### config.mk
export PLATFORM = sky130hd
export DESIGN_NAME = cep
export DESIGN_NICKNAME = d
export VERILOG_FILES = /design/src/rtl/cep.sv
export SDC_FILE = /design/constraint.sdc
export NUM_CORES = 1
export LEC_CHECK = 0
export CAP_MARGIN = 10
export CORE_ASPECT_RATIO = 1.5
export CORE_MARGIN = 10
export CORE_UTILIZATION = 40
export CTS_BUF_LIST = sky130_fd_sc_hd__clkbuf_4 sky130_fd_sc_hd__clkbuf_8 sky130_fd_sc_hd__clkbuf_16
export DETAILED_ROUTE_END_ITERATION = 6
export PLACE_DENSITY = 0.65
export SLEW_MARGIN = 20
export SYNTH_ARGS = -nofsm -noshare
export SYNTH_HDL_FRONTEND = slang
export SYNTH_SLANG_ARGS = --single-unit
### constraint.sdc
create_clock -name clk -period 2.8 [get_ports clk]
set_clock_uncertainty 0.1 [all_clocks]
set_input_delay 0.56 -clock clk [delete_from_list [all_inputs] [get_ports clk]]
set_output_delay 0.56 -clock clk [all_outputs]
set_load 0.02 [all_outputs]
### src/rtl/cep.sv
// rtl/cep.sv - UART transmitter (8N1, optional even parity) with integrated baud generator
`timescale 1ns/1ps
module cep #(
  parameter int CLK_FREQ_HZ = 100_000_000,
  parameter int BAUD_RATE   = 9600,
  parameter int BAUD_DIV    = CLK_FREQ_HZ / BAUD_RATE,
  parameter int PARITY_EN   = 0
) (
  input  logic       clk,
  input  logic       reset,
  input  logic       valid_in,
  input  logic [7:0] data_storing,
  output logic       one_by_one_bit,
  output logic       my9600clk
);

  localparam int HALF = BAUD_DIV / 2;
  localparam int CW   = (HALF > 1) ? $clog2(HALF) : 1;
  localparam logic [CW-1:0] DIV_LAST = CW'(HALF - 1);

  localparam logic [2:0] ST_IDLE   = 3'd0;
  localparam logic [2:0] ST_START  = 3'd1;
  localparam logic [2:0] ST_DATA   = 3'd2;
  localparam logic [2:0] ST_PARITY = 3'd3;
  localparam logic [2:0] ST_STOP   = 3'd4;

  logic [CW-1:0] div_cnt;
  logic          div_wrap;
  logic          tick;
  logic [2:0]    state;
  logic [2:0]    bit_cnt;
  logic [7:0]    shift;
  logic [7:0]    data_q;

  assign div_wrap = (div_cnt == DIV_LAST);
  // tick marks the edge where the exported baud clock rises
  assign tick     = div_wrap & ~my9600clk;

  always_ff @(posedge clk or negedge reset) begin
    if (!reset) begin
      div_cnt   <= '0;
      my9600clk <= 1'b0;
    end else if (div_wrap) begin
      div_cnt   <= '0;
      my9600clk <= ~my9600clk;
    end else begin
      div_cnt   <= div_cnt + 1'b1;
    end
  end

  always_ff @(posedge clk or negedge reset) begin
    if (!reset) begin
      state   <= ST_IDLE;
      bit_cnt <= 3'd0;
      shift   <= 8'd0;
      data_q  <= 8'd0;
    end else if (tick) begin
      case (state)
        ST_IDLE, ST_STOP: begin
          if (valid_in) begin
            shift  <= data_storing;
            data_q <= data_storing;
            state  <= ST_START;
          end else begin
            state  <= ST_IDLE;
          end
        end
        ST_START: begin
          bit_cnt <= 3'd0;
          state   <= ST_DATA;
        end
        ST_DATA: begin
          shift   <= {1'b0, shift[7:1]};
          bit_cnt <= bit_cnt + 3'd1;
          if (bit_cnt == 3'd7) state <= (PARITY_EN != 0) ? ST_PARITY : ST_STOP;
        end
        ST_PARITY: state <= ST_STOP;
        default:   state <= ST_IDLE;
      endcase
    end
  end

  // Line is registered from the state, so it moves one clk after the tick edge
  always_ff @(posedge clk or negedge reset) begin
    if (!reset) begin
      one_by_one_bit <= 1'b1;
    end else begin
      case (state)
        ST_START:  one_by_one_bit <= 1'b0;
        ST_DATA:   one_by_one_bit <= shift[0];
        ST_PARITY: one_by_one_bit <= ^data_q;
        default:   one_by_one_bit <= 1'b1;
      endcase
    end
  end

endmodule

# After elaboration in Yosys (flattened, before gate mapping)
# Cells that the tools add are included.
dict set report word_totals {
  ff_bits 37
  latchBits 0
  mem_bits_rw 0
  mem_bits_ro 0
  in_bits 11
  output_inout_bits 2
  word_cells 36
  memories 0
}
dict set report op_classes {
  n_addsub 2
  mul 0
  n_div 0
  order_cmp 0
  eq_ne 8
  n_shift 0
  mux 8
  bitwise 2
  n_reduce_logical 9
}
# op n
set op_table {}
lappend op_table {{8-bit one-hot mux with 2 select lines} 1}
lappend op_table {{13-bit by 1-bit adder with 13-bit output (second input constant)} 1}
lappend op_table {{13-bit equality test (second input constant)} 1}
lappend op_table {{13-bit two-way mux} 1}
lappend op_table {{3-bit one-hot mux with 4 select lines} 1}
lappend op_table {{8-bit two-way mux} 1}
lappend op_table {{8-bit XOR reduction} 1}
lappend op_table {{3-bit by 2-bit equality test with 1-bit output (second input constant)} 2}
lappend op_table {{3-bit equality test (second input constant)} 2}
lappend op_table {{3-bit one-hot mux with 2 select lines} 1}
lappend op_table {{3-bit AND reduction} 2}
lappend op_table {{2-bit inequality test (second input constant)} 2}
lappend op_table {{2-bit AND reduction} 2}
lappend op_table {{2-bit nonzero test} 2}
lappend op_table {{3-bit by 1-bit adder with 3-bit output (second input constant)} 1}
lappend op_table {{3-bit by 1-bit equality test with 1-bit output (second input constant)} 1}
lappend op_table {{3-bit logical NOT} 1}
lappend op_table {{3-bit two-way mux} 1}
lappend op_table {{1-bit one-hot mux with 3 select lines} 1}
lappend op_table {{2-bit OR reduction} 1}
lappend op_table {{1-bit AND} 1}
lappend op_table {{1-bit two-way mux} 1}
lappend op_table {{1-bit inverter} 1}

# Depth between registers and ports, before layout
# Gate-level depths: netlist (run 1).
dict set report logic_depth {
  ltp_word 4
  mapped_depth 6
  ltp_nobuf 5
}

# Worst setup path after synthesis (run 1)
# No wires, ideal clock.
dict set report synth_timing {
  path_kind {flip-flop to flip-flop}
  start {reg div_cnt[3]}
  end {reg shift[1]}
  setup_ns 0.125
  arrival_time_ns 2.337
  t_required_ns 2.575
  path_slack_ns 0.238
  stages_incl_launch_ff 6
  n_path_buf 1
  synth_period_minus_slack_ns 2.562
  cell_sequence {dfrtp_1 -> or4b_1 -> or4_1 -> buf_2 -> nor4_4 -> mux2_2}
}
dict set report synth_via {
  elab_chain_len 3
}
# item line
set synth_lines {}
lappend synth_lines {{start: declaration} 27} ;# logic [CW-1:0] div_cnt;
lappend synth_lines {{start signal: assignment} 47} ;# div_cnt <= div_cnt + 1'b1;
lappend synth_lines {{13-bit equality test} 35} ;# assign div_wrap = (div_cnt == DIV_LAST);
lappend synth_lines {{1-bit AND} 37} ;# assign tick = div_wrap & ~my9600clk;
lappend synth_lines {{3-bit AND reduction (no source line)} -}
lappend synth_lines {{end signal: assignment} 61} ;# shift <= data_storing;
lappend synth_lines {{end signal: assignment} 73} ;# shift <= {1'b0, shift[7:1]};
lappend synth_lines {{end: declaration} 32} ;# logic [7:0] shift;
# No other way between the ends.
# A chain may end at the register's enable or synchronous reset.

# Worst setup path in the final report (run 1)
dict set report layout_timing {
  start {reg div_cnt[8]}
  end {reg shift[1]}
}
# Same word-level chain as after synthesis.

==> results of run 1 <==
-- layer usage --
metal | global-route usage (%) | up-vias
met2 | 16.2 | 19
met4 | 5.60 | 0
met3 | 2.99 | 7
met5 | 0 | -
li1 | - | 582
met1 | 11.5 | 602
-- flip-flops by register name, summed over array words and instances (netlist names) --
register        cells
div_cnt            13
data_q              8
shift               8
bit_cnt             3
state               3
my9600clk           1
one_by_one_bit      1
-- cell type report --
cell class,instances,area [µm²]
Multi-Input combinational cell,109,867
Tap cell,48,60.1
Sequential cell,37,927
Clock inverter,3,21.3
Clock buffer,5,68.8
Timing Repair Buffer,18,165
Inverter,3,11.3
Fill cell,408,2350
-- worst max path at each step --
stage                     endpoint       start  slack [ns]  cells after the start
after floorplan           shift[1]  div_cnt[3]        0.24                      5
after global placement    shift[2]  div_cnt[8]        0.24                      5
after detailed placement  shift[1]  div_cnt[8]        0.19                      5
after CTS                 shift[1]  div_cnt[8]        0.19                      5
after global routing      shift[1]  div_cnt[8]        0.11                      5
final                     shift[1]  div_cnt[8]        0.20                      5
-- metrics by stage --
| step | util, % | std cells |
|---|---|---|
| 5_1_grt | 47.5 | 223 |
| 4_1_cts | 47.5 | 223 |
| 2_1_floorplan | - | 154 |
| 3_3_place_gp | 45.5 | 215 |
| 3_5_place_dp | 45.5 | 215 |
| 6_report | 47.5 | 223 |
-- kinds of logic (layout without fill, tap and decap cells) --
kind of cell | count (synthesis) | in the layout | share of synthesized area, %
xor gates and xnor gates | 19 | 19 | 9.12
AOI/OAI and AO/OA | 13 | 13 | 5.07
adders and majority gates | 3 | 3 | 2.06
muxes | 22 | 22 | 13.4
buffers and inverters | 8 | 29 | 1.71
DFF | 37 | 37 | 50.8
and+or+nand+nor | 52 | 52 | 17.8
-- worst max-delay path, stage by stage, from the launching register on --
cell	delay, ns
dfrtp_1	0.44
or4b_1	0.51
or4_1	0.65
nor4_4	0.25
buf_4	0.21
mux2_2	0.35
-- power by group through the flow --
stage	Combinational [mW]	Clock, mW	Sequential (mW)
2_1_floorplan	0.00568	0	0.545
3_3_place_gp	0.0328	0	0.544
3_5_place_dp	0.0337	0	0.544
4_1_cts	0.0339	0.389	0.534
5_1_grt	0.0364	0.408	0.534
6_report	0.0326	0.378	0.534
-- layout by cell type (no fill, tap or decap), types with 4 or more instances in the layout --
cell type,netlist,layout
nand2_1,8,8
o21ai_0,4,4
nand2b_1,4,4
dfrtp_1,36,36
buf_4,0,6
mux2_2,18,18
xor2_1,8,8
clkbuf_8,0,5
nor2_1,12,12
xnor2_1,11,11
clkdlybuf4s50_1,0,12
==> results by stage, run 1 <==
Logic synthesis:
- The number of different library cells in the post-synthesis netlist is 38.
- The number of synthesized flops with an enable pin is 0.
- The share of Yosys cell area claimed by the top area cell type is 49.3%.
- The warning count from the yosys run is 0.
- In the synthesized netlist the async set-or-reset flop fraction comes to 100%.
- The leading cell type by number of instances after synthesis is dfrtp_1.
- The register area share after synthesis is 50.8%.
- The post-synth design cell area is 1830 µm².
- The mean instance size in the synthesized netlist is 11.9 µm².
- The number of nets produced by synthesis is 168.
- After synthesis the netlist holds a flip-flop and latch count of 37.
- After synthesis, the most frequently instantiated cells are dfrtp_1 (36), mux2_2 (18), nor2_1 (12).
- The largest total area in the synthesized netlist belongs to dfrtp_1.
- For this run, the leading register cell type out of synthesis is dfrtp_1.
- In the post-synthesis netlist, the biggest area contributors are dfrtp_1 (49%), mux2_2 (11%), xnor2_1 (5.3%).
- In the synthesized netlist, the number of instances is 154.

Setup path:
- The minimum setup slack among reg-to-reg paths is 0.20 ns.
- The number of cells on the worst reg-to-reg path is 5.
- For the worst setup path, the data arrival time is 2.68 ns.
- The type of element launching the critical path is a register.
- In this run the critical register-to-register path is launched from div_cnt[8].
- The critical path in this run is classified as reg2reg.
- In this run the worst path has a maximum fanout of 8.
- The worst register-to-register path ends at shift[1].
- The worst setup path is captured at a register.
- For the worst setup path, the data required time is 2.88 ns.

CTS:
- The TritonCTS clock tree is done.
- The number of sinks on the clock net is 37.
- The number of setup buffers added after CTS is 0.
- The number of buffers added by the clock tree synthesis step is 5.
- The worst-case clock buffer depth is 2.
- The H-tree was split into 2 levels.
- The number of gates resized after CTS was 0.
- The library cell used as clock root buffer is clkbuf_8.
- The post-CTS clock slew at the launch and capture registers of the worst setup and hold paths is 0.08 ns.
- For the worst-skew pair, the clock arrives at the later sink with an insertion delay of 0.29 ns.
- The cts-stage hold buffer count is 0.

Routing:
- The count of nets left with antenna violations once routing finished came out at 0.
- The aggregate routed wire length is 3340 µm.
- The routed metal-1 wirelength is 1430 µm.
- The first TritonRoute pass finished after 4 iterations.
- The routed layout has 1210 vias.
- For this block, the initial DRC count from the detailed router was 117.
- In this run the top signal layer used is met4.
- The number of DRC violations after detailed routing is 0.
- Dividing the detail-routed wire length by the instance count gives 15.0 µm.
- Wire segments on met3 add up to 133 µm in the final route.
- Detailed routing placed a total of 1700 µm of wire on met2.
- The via-per-instance ratio is 5.43.

Global route:
- The global routing usage summed across all routing layers is 10.0%.
- The remaining global-route overflow is 0.
- Entering global routing, the biggest net connects 38 pins.
- The global-route wire length before repair is 5940 µm.
- The number of antenna violations at the first check in global routing is 0.
- The via count of the first global-routing pass is 1284.

Placed design:
- The worst slack at placement is 0.186 ns.
- The last weighted congestion value of the routability-driven placer is 0.813.
- Buffers placed on the I/O ports in this run total 12.
- Summing all placed instances gives a cell area of 2030 µm².
- Once detailed placement completed, the half-perimeter wirelength came to 2450 µm.

Layout:
- Cells with a size suffix above 1 make up 21.7% of the layout.
- Relative to the synthesized area, the layout overhead comes to 16.2%.
- The net count reported at finish is 188.
- The repair_antennas step left the layout with diodes totalling 0.
- The finished cells cover 2120 µm².

Pwr:
- The total internal power is 0.727 mW.
- The share of total power consumed by net switching is 23.0%.
- The areal power density over the cells is 445 nW/µm².
- The leakage power total is 0.939 nW.
- The share of total power dissipated in sequential elements is 56.6%.
- The net switching power is 0.217 mW.
- The relative contribution of the clock network to total power is 40.0%.
- In this run, the combinational gates consume 3.5% of the power.
- The total power is 0.944 mW.
- The worst voltage drop across the vdd grid is 0.325 mV.

Die:
- The effective utilization at floorplan is 40.9%.
- The core region is 4470 µm².
- The floorplan die area is 7720 µm².
- The die is 103 µm tall.
- The total number of placement rows is 30.
- The I/O pin count is 13.
- The floorplan step set the die width to 75.2 µm.

Hold path:
- For hold timing, the worst endpoint is div_cnt[0].
- The path type of the worst min-delay path is reg2reg.
- Along the worst hold path, the cell count comes to 1.
- The startpoint of the worst hold path is div_cnt[0].

STA:
- The final-layout setup total negative slack is 0 ns.
- In the finished design, the share of the clock period the worst path needs comes to 93.0%.
- The max-slew violation count was 0.
- At the pin with the least slew margin, the transition time is 0.462 ns.
- The worst slew margin relative to its limit is 69.2%.
- Setup repair after global routing left no endpoint under its margin.
- The final worst setup slack is 0.197 ns.
- Static timing analysis puts the maximum clock frequency at 0.384 GHz.
- Setup violations remaining at the end of the flow were counted as 0.
- Across all hold checks on the routed design, the worst slack comes to 0.371 ns.
- The number of hold-slack violations in the final timing report is 0.
- Subtracting the final worst setup slack from the clock period gives 2.60 ns.

Outcome:
- The flow ran to the end, and the final reports show no timing, DRC or antenna violations.

Flow run:
- The number of maximum-capacitance violations is 0.
Note: power is estimated with default switching activity, not from simulation.
==> run 2: changes to the inputs <==
PLACE_DENSITY = 0.66   (was 0.65)
==> run 2 against run 1 <==
- clock-buffer cell count is 2 higher
- wire length is 0.27% lower
- critical path depth is 1 lower
- global-route usage is 0.54 points lower
- fmax is 3.7% lower
- flip-flop and latch count stayed put
- core utilization stayed put
- largest power group unchanged
==> results by stage, run 2 (same netlist as run 1, synthesis figures left out) <==
Outcome:
- The flow ran to the end, and the final reports show no timing, DRC or antenna violations.

Layout:
- The largest registers in the layout are div_cnt (13), data_q (8), shift (8).
- The antenna diode count is 0.
- The number of non-filler instances in the completed layout is 222.
- The flip-flop and latch area is 927 µm².
- The layout overhead on the synthesized area is 16.2%.
- The filler cells instantiated in the layout total 413.
- After routing the design area is 2120 µm².
- Measured on the finished design, the core utilization comes to 47.5%.
- Leaving out fill and tap cells, the most frequent cells in the layout are dfrtp_1 (36), mux2_2 (18), nor2_1 (12), clkdlybuf4s50_1 (12), xnor2_1 (11).
- The net count reported at finish is 188.
- The number of flip-flops in the largest register is 13.
- The most common library cell in the layout ignoring fill and taps is dfrtp_1.
- The register containing the most flip-flops in the final layout is div_cnt.
- In the final layout, the share of cells above drive strength 1 is 21.3%.
- The multi-input combinational cells in the finished layout cover a total of 867 µm².

Routing:
- In this run the remaining antenna-violating nets after routing total 0.
- The wire length per cell after detailed routing is 15.0 µm.
- The via-per-instance ratio is 5.41.
- Wires add up to 3330 µm.
- The number of DRC violations after detailed routing is 0.
- The first detailed-routing pass ran for 4 iterations.
- The detailed router placed 1200 vias in this run.
- For this block, the initial DRC count from the detailed router was 50.

STA:
- After routing, the total negative slack on setup checks comes to 0 ns.
- Setup slack on the critical path of the routed design comes to 0.0962 ns.
- The pin slew with the least headroom to its limit is 0.462 ns.
- The setup violation total in the final timing report is 0.
- Setup repair after global routing left no endpoint under its margin.
- The max-slew violation count came to 0.
- The worst slew margin relative to its limit is 69.0%.
- The number of hold-slack violations in the final timing report came to 0.
- After layout, the minimum clock period comes to 2.70 ns.
- The share of the clock period used by the worst path after layout is 96.6%.
- The highest achievable clock rate is 0.370 GHz.

Die:
- The die width is 75.2 µm.
- The area of the placeable core is 4470 µm².
- The floorplan has 30 rows.
- The die covers 7720 µm².
- The die boundary height is 103 µm.
- The I/O pin count is 13.
- For this configuration, the core starts out at a cell density of 40.9%.

CTS:
- The clock reaches the later pin of the worst-skew pair after 0.28 ns.
- The count of instances resized after the clock tree is built is 0.
- The post-CTS clock slew at the launch and capture registers of the worst setup and hold paths is 0.07 ns.
- After clock tree synthesis, the flow added hold-fix buffers numbering 0.
- The TritonCTS clock tree is done.
- The number of buffers added by the clock tree synthesis step is 5.
- The deepest level of the CTS H-tree is 2.
- The number of sinks on the clock net is 37.
- The number of setup buffers added after CTS is 0.
- The library cell used as clock root buffer is clkbuf_8.
- The worst-case clock buffer depth is 2.

Hold path:
- The path type of the worst min-delay path is reg2reg.

Pwr:
- The analysis attributes to cell leakage a power of 0.942 nW.
- VDD sags by at most 0.342 mV.
- The areal power density over the cells is 447 nW/µm².

Placed design:
- The placed instances occupy a cell area of 2030 µm².
- Prior to clock tree synthesis, the placed netlist has a worst setup slack of 0.120 ns.
- The number of placed instances, taps included, is 215.
- At the end of routability-driven placement, the weighted congestion stood at 0.882.
- Summed over all nets, the half-perimeter wirelength after detailed placement is 2490 µm.
- During placement, the flow inserted port buffers numbering 12.

Global route:
- The first global-routing pass estimated 5650 µm of wire.
- After global routing the overflow that remains totals 0.
- The via count of the first global-routing pass is 1276.
- Entering global routing, the biggest net connects 38 pins.
- The global routing usage summed across all routing layers is 9.50%.
- The number of antenna violations at the first check in global routing is 0.

Setup path:
- Grouping stages by cell kind, the critical path spends the most delay in simple AND/OR/NAND/NOR gates.
- The type of destination of the critical path is a register.
- The number of buffers and inverters on the critical path is 0.
- The worst setup path is launched from a register.
- The arrival time of data at the critical path endpoint is 2.77 ns.
- The highest net fanout along the worst path is 7.
- The delay of the slowest cell on the worst path is 0.65 ns.
- The worst-path cell with the longest stage delay is or4_1.
- The data required time at the worst endpoint is 2.87 ns.
- The critical path goes through or4b_1, or4_1, nor4_4, mux2_2.
- The worst setup path is of the reg2reg kind.

Flow run:
- The number of maximum-capacitance violations is 0.
==> run 2: cell types whose count changed in the layout (fill, tap and decap cells not counted), sizes merged <==
cell | previous run | this run
clkinv | 1 | 0
inv | 4 | 3
clkbuf | 5 | 7
clkinvlp | 1 | 0
==> run 2: per-layer routing <==
| metal | GRT usage [%] | vias up | routed length, µm |
|---|---|---|---|
| li1 | - | 574 | - |
| met2 | 16.8 | 17 | 1770 |
| met4 | 4.30 | 0 | 75 |
| met3 | 2.79 | 8 | 110 |
| met5 | 0 | - | 0 |
| met1 | 10.0 | 601 | 1380 |
==> run 2: per-stage QoR <==
| step | hold slack, ns | total power, mW |
|---|---|---|
| floorplan | 0.164 | 0.550 |
| global placement | 0.342 | 0.578 |
| detailed placement | 0.356 | 0.579 |
| CTS | 0.365 | 0.962 |
| global route | 0.388 | 0.985 |
| finish | 0.356 | 0.949 |
==> run 2: area by class of cell <==
| cell class | instances | share of cell area (%) |
|---|---|---|
| sequential | 37 | 43.7 |
| tap | 48 | 2.83 |
| timing repair buffer | 18 | 7.79 |
| multi-input combinational | 109 | 40.9 |
| inverter | 3 | 0.531 |
| clock buffer | 7 | 4.25 |
==> run 2: report_power, final <==
| part | total (mW) | switching [mW] | internal [mW] | leakage, nW |
|---|---|---|---|---|
| sequential | 0.534 | 0 | 0.534 | 0.489 |
| combinational | 0.0331 | 0.0162 | 0.0169 | 0.406 |
| clock | 0.381 | 0.177 | 0.205 | 0.0477 |
| total | 0.949 | 0.193 | 0.756 | 0.942 |
==> run 2: worst reg2reg max path, delay by kind of cell, from the launching register on <==
kind | cells | cell delay, ns
DFF | 1 | 0.45
and+or+nand+nor | 3 | 1.64
muxes | 1 | 0.40
==> run 2: final timing paths <==
| kind | startpoint | endpoint | slack, ns | cells after the start |
|---|---|---|---|---|
| worst max-delay path | div_cnt[8] | shift[1] | 0.1 | 4 |
| max in group asynchronous | reset | one_by_one_bit | 1.65 | 2 |
| worst max register to register | div_cnt[8] | shift[1] | 0.1 | 4 |
| worst min register to register | div_cnt[0] | div_cnt[0] | 0.36 | 1 |
| worst min-delay path | div_cnt[0] | div_cnt[0] | 0.36 | 1 |
| min in group asynchronous | reset | div_cnt[7] | 0.59 | 2 |
